**src/rtl/subtractor1_serial.sv**
```systemverilog
// Bit-serial LSB-first full subtractor with a borrow chain spanning WIDTH-bit
// words and a DEPTH-stage output pipeline matching the serial adder latency.
module subtractor1_serial #(
  parameter int WIDTH = 8,
  parameter int DEPTH = 6
) (
  input  logic clk,
  input  logic rst,
  input  logic in_valid,
  output logic in_ready,
  input  logic a,
  input  logic b,
  input  logic bin,
  output logic out_valid,
  input  logic out_ready,
  output logic d,
  output logic bout,
  output logic last
);

  localparam int CW = (WIDTH > 2) ? $clog2(WIDTH) : 1;
  localparam logic [CW-1:0] CNT_ZERO = CW'(0);
  localparam logic [CW-1:0] CNT_ONE  = CW'(1);
  localparam logic [CW-1:0] CNT_MAX  = CW'(WIDTH - 1);

  function automatic logic diff_bit(input logic x, input logic y, input logic br);
    return x ^ y ^ br;
  endfunction

  function automatic logic borrow_bit(input logic x, input logic y, input logic br);
    return (~x & y) | (~(x ^ y) & br);
  endfunction

  logic [CW-1:0]    cnt_r;
  logic             borrow_r;
  logic [DEPTH-1:0] vld_r;
  logic [DEPTH-1:0] d_r;
  logic [DEPTH-1:0] bout_r;
  logic [DEPTH-1:0] last_r;

  logic stall_s;
  logic accept_s;
  logic br_s;
  logic d_s;
  logic bout_s;
  logic last_s;

  // Handshake and full-subtractor cell; bit 0 of a word takes the word borrow-in.
  always_comb begin
    stall_s  = vld_r[DEPTH-1] & ~out_ready;
    accept_s = in_valid & ~stall_s;
    if (cnt_r == CNT_ZERO) begin
      br_s = bin;
    end else begin
      br_s = borrow_r;
    end
    d_s    = diff_bit(a, b, br_s);
    bout_s = borrow_bit(a, b, br_s);
    last_s = (cnt_r == CNT_MAX);
  end

  // Bit position and borrow chain advance only on accepted bits.
  always_ff @(posedge clk) begin
    if (rst) begin
      cnt_r    <= CNT_ZERO;
      borrow_r <= 1'b0;
    end else if (accept_s) begin
      borrow_r <= bout_s;
      if (cnt_r == CNT_MAX) begin
        cnt_r <= CNT_ZERO;
      end else begin
        cnt_r <= cnt_r + CNT_ONE;
      end
    end
  end

  // Output pipeline: every stage shifts together unless the final stage is stalled,
  // so bubbles are preserved and latency stays fixed.
  always_ff @(posedge clk) begin
    if (rst) begin
      vld_r  <= {DEPTH{1'b0}};
      d_r    <= {DEPTH{1'b0}};
      bout_r <= {DEPTH{1'b0}};
      last_r <= {DEPTH{1'b0}};
    end else if (!stall_s) begin
      vld_r[0]  <= accept_s;
      d_r[0]    <= d_s;
      bout_r[0] <= bout_s;
      last_r[0] <= last_s;
      for (int i = 1; i < DEPTH; i++) begin
        vld_r[i]  <= vld_r[i-1];
        d_r[i]    <= d_r[i-1];
        bout_r[i] <= bout_r[i-1];
        last_r[i] <= last_r[i-1];
      end
    end
  end

  assign in_ready  = ~stall_s;
  assign out_valid = vld_r[DEPTH-1];
  assign d         = d_r[DEPTH-1];
  assign bout      = bout_r[DEPTH-1];
  assign last      = last_r[DEPTH-1];

endmodule

```
**config.mk**
```make
export PLATFORM = sky130hd
export DESIGN_NAME = subtractor1_serial
export DESIGN_NICKNAME = d
export VERILOG_FILES = /design/src/rtl/subtractor1_serial.sv
export SDC_FILE = /design/constraint.sdc
export NUM_CORES = 1
export LEC_CHECK = 0
export ABC_CLOCK_PERIOD_IN_PS = 2000
export CAP_MARGIN = 20
export CORE_ASPECT_RATIO = 2
export CORE_MARGIN = 2
export CORE_UTILIZATION = 40
export DETAILED_ROUTE_END_ITERATION = 16
export REMOVE_ABC_BUFFERS = 1
export SLEW_MARGIN = 25
export SYNTH_ARGS = -nofsm -noshare
export SYNTH_HDL_FRONTEND = slang
export SYNTH_SLANG_ARGS = --single-unit
```
**constraint.sdc**
```tcl
create_clock -name clk -period 2 [get_ports clk]
set_input_delay 0.3 -clock clk [delete_from_list [all_inputs] [get_ports clk]]
set_output_delay 0.3 -clock clk [all_outputs]
set_load 0.1 [all_outputs]
```
==> qor.yml <==
status: "complete, no violations"
r2r-start: "cnt_r[0]"
swShare: 0.1920
cts_root_buffer: "clkbuf_8"
min_to: "last_r[5]"
post-route-util: 0.4981
dr_total_vias: 842
final_cell_mix: "nand2_1, dfxtp_1, a21oi_1, buf_4, clkdlybuf4s50_1"
r2r_end: "borrow_r"
synth_cell_type_count: 22
setup_ws_ns: 0.3509
insertion_delay_ns: 0.26
pwr-share-seq: 0.539
core_sq_mm: 0.002570
drc: 0
finalSetupTns_ns: 0
end_kind: "register"
ys.warnings.count: 0
fp.dieArea_sq_mm: 0.003166
final_common_cell: "nand2_1"
syn_avg_cell_area_sq_um: 8.335
hp-class: "register to register"
htree_levels: 1
wl_met3_um: 41
p_sw_mw: 0.2085
initial_core_util: 0.4216
fp.dieH_um: 77.61
comb_power_share: 0.065
grt_max_degree: 29
grt_pass1_wl_mm: 3.194
setup_viol: 0
cts_sinks: 28
cts_tree: "done"
hold-worst-slack_ns: 0.4521
gp_congestion: 0.6715
worst_slew_pin_slew_ns: 0.2846
io_pins: 12
synthesis.area_sq_mm: 0.001084
ys_seq_elements: 28
clkPwrFrac: 0.396
syn_inst: 130
antenna_found_initial: 0
critPathArrivalTime_ns: 1.83
maxSlewViolCount: 0
clock_skew_ns: 0.002265
rrSetupSlack_ns: 0.35
drt_wl_total_mm: 1.787
timing.final.crit_share: 0.8246
min_path_cells: 2
route.met2.wl_um: 937
power.leakage_nw: 0.4851
fp.dieW_um: 40.80
grt_pass1_vias: 779
max_cap_viol_count: 0
grt_overflow: 0
rsz0062_at_grt: "no"
finalHoldViolations: 0
track_usage: 0.1378
r2r_cells: 6
numCtsBuffers: 3
holdBufCountCts: 0
fmax_ghz: 0.6064
nNetsFinal: 153
drt_iter0_markers: 13
highest_layer: "met4"
nFillCells: 261
via_per_inst: 4.982
clockBufferDepth: 2
ir_drop_mv: 0.4774
dr.pass1.iters: 4
ant_nets: 0
area_growth_pct: 18.13
hpwl_mm: 1.309
cts_resized: 0
period_minus_slack_ns: 1.649
io_buffers: 11
diodes: 0
m1WireLength_um: 783
required_ns: 2.18
path_class: "register to register"
final_layout_size_suffix_gt1_frac: 0.1277
rows: 26
clk_pin_slew_ns: 0.09
post-cts-setup-buffers: 0
slew-limit-headroom: 0.8103
p_per_area_mw_per_mm2: 848.6
setup.worst_path.start_class: "register"
intPower_mw: 0.8776
wl_per_cell_um: 10.57
synth_seq_area_share: 0.5173
hp-start: "last_r[5]"
place_ws_ns: 0.3552
worst-path-max-fanout: 4
## metal layers
metal / vias up / GRT usage
li1: 440 / -
met1: 388 / 0.1886
met2: 12 / 0.2063
met3: 2 / 0.01714
met4: 0 / 0.06000
met5: - / 0
## area by class of cell
cell class,instances,area (sq um),share of cell area
Clock inverter,1,30.03,0.02346
Clock buffer,3,41.29,0.03226
Tap cell,28,35.03,0.02737
Inverter,5,18.77,0.01466
Sequential cell,28,560.5,0.4379
Multi-Input combinational cell,88,446.7,0.3490
Timing Repair Buffer,16,147.6,0.1153
## worst max-delay path, cell delays in order (launching register included)
cell and delay (ns):
dfxtp_1 0.39, inv_1 0.07, ha_1 0.20, nor2b_1 0.14
mux2i_1 0.12, fa_1 0.39, a311oi_1 0.25
## logic make-up (layout without fill, tap and decap cells)
family | count (synthesis) | in the layout | synth area share
compound gates | 31 | 31 | 0.1524
fa+ha+maj | 4 | 4 | 0.05312
buf+inv | 14 | 25 | 0.07045
flops | 28 | 28 | 0.5173
mux | 1 | 1 | 0.009238
simple gates | 52 | 52 | 0.1975
## power by group through the flow
| stage | sequential [mW] | combinational (mW) | clock (mW) |
|---|---|---|---|
| 3_5_place_dp | 0.599 | 0.0722 | 0 |
| 2_1_floorplan | 0.600 | 0.0362 | 0 |
| 6_report | 0.585 | 0.0710 | 0.430 |
| 5_1_grt | 0.588 | 0.0836 | 0.462 |
| 3_3_place_gp | 0.598 | 0.0691 | 0 |
| 4_1_cts | 0.586 | 0.0724 | 0.442 |
## synth_stat cells (all sizes together)
cell type / count / area share
a211oi: 1 / 0.0069
a21oi: 26 / 0.12
a311oi: 1 / 0.0081
buf: 7 / 0.046
clkbuf: 2 / 0.0069
dfxtp: 28 / 0.52
fa: 1 / 0.018
ha: 3 / 0.035
inv: 5 / 0.017
mux2i: 1 / 0.0092
nand2: 44 / 0.15
nand3: 1 / 0.0046
nand4b: 1 / 0.0081
nor2: 3 / 0.010
nor2b: 2 / 0.012
o21ai: 3 / 0.014
or4: 1 / 0.010
## through the flow
step | instances | power, mW | instance area [sq um]
global route | 169 | 1.133 | 1280
detailed placement | 165 | 0.6708 | 1209
floorplan | 121 | 0.6363 | 1026
global placement | 165 | 0.6671 | 1209
finish | 169 | 1.086 | 1280
CTS | 169 | 1.100 | 1280
## sequential cells by signal, indices dropped and copies added, names as in the netlist
name	cells
bout_r	6
d_r	6
cnt_r	3
last_r	6
vld_r	6
borrow_r	1
## how the worst max path moves through the flow
stage                            to  cells after the start      start
after floorplan            borrow_r                      4   vld_r[5]
after global placement    bout_r[0]                      5  out_ready
after detailed placement   borrow_r                      6   cnt_r[0]
after CTS                  borrow_r                      6   cnt_r[0]
after global routing       borrow_r                      6   cnt_r[0]
final                      borrow_r                      6   cnt_r[0]
Note: power is estimated with default switching activity, not from simulation.
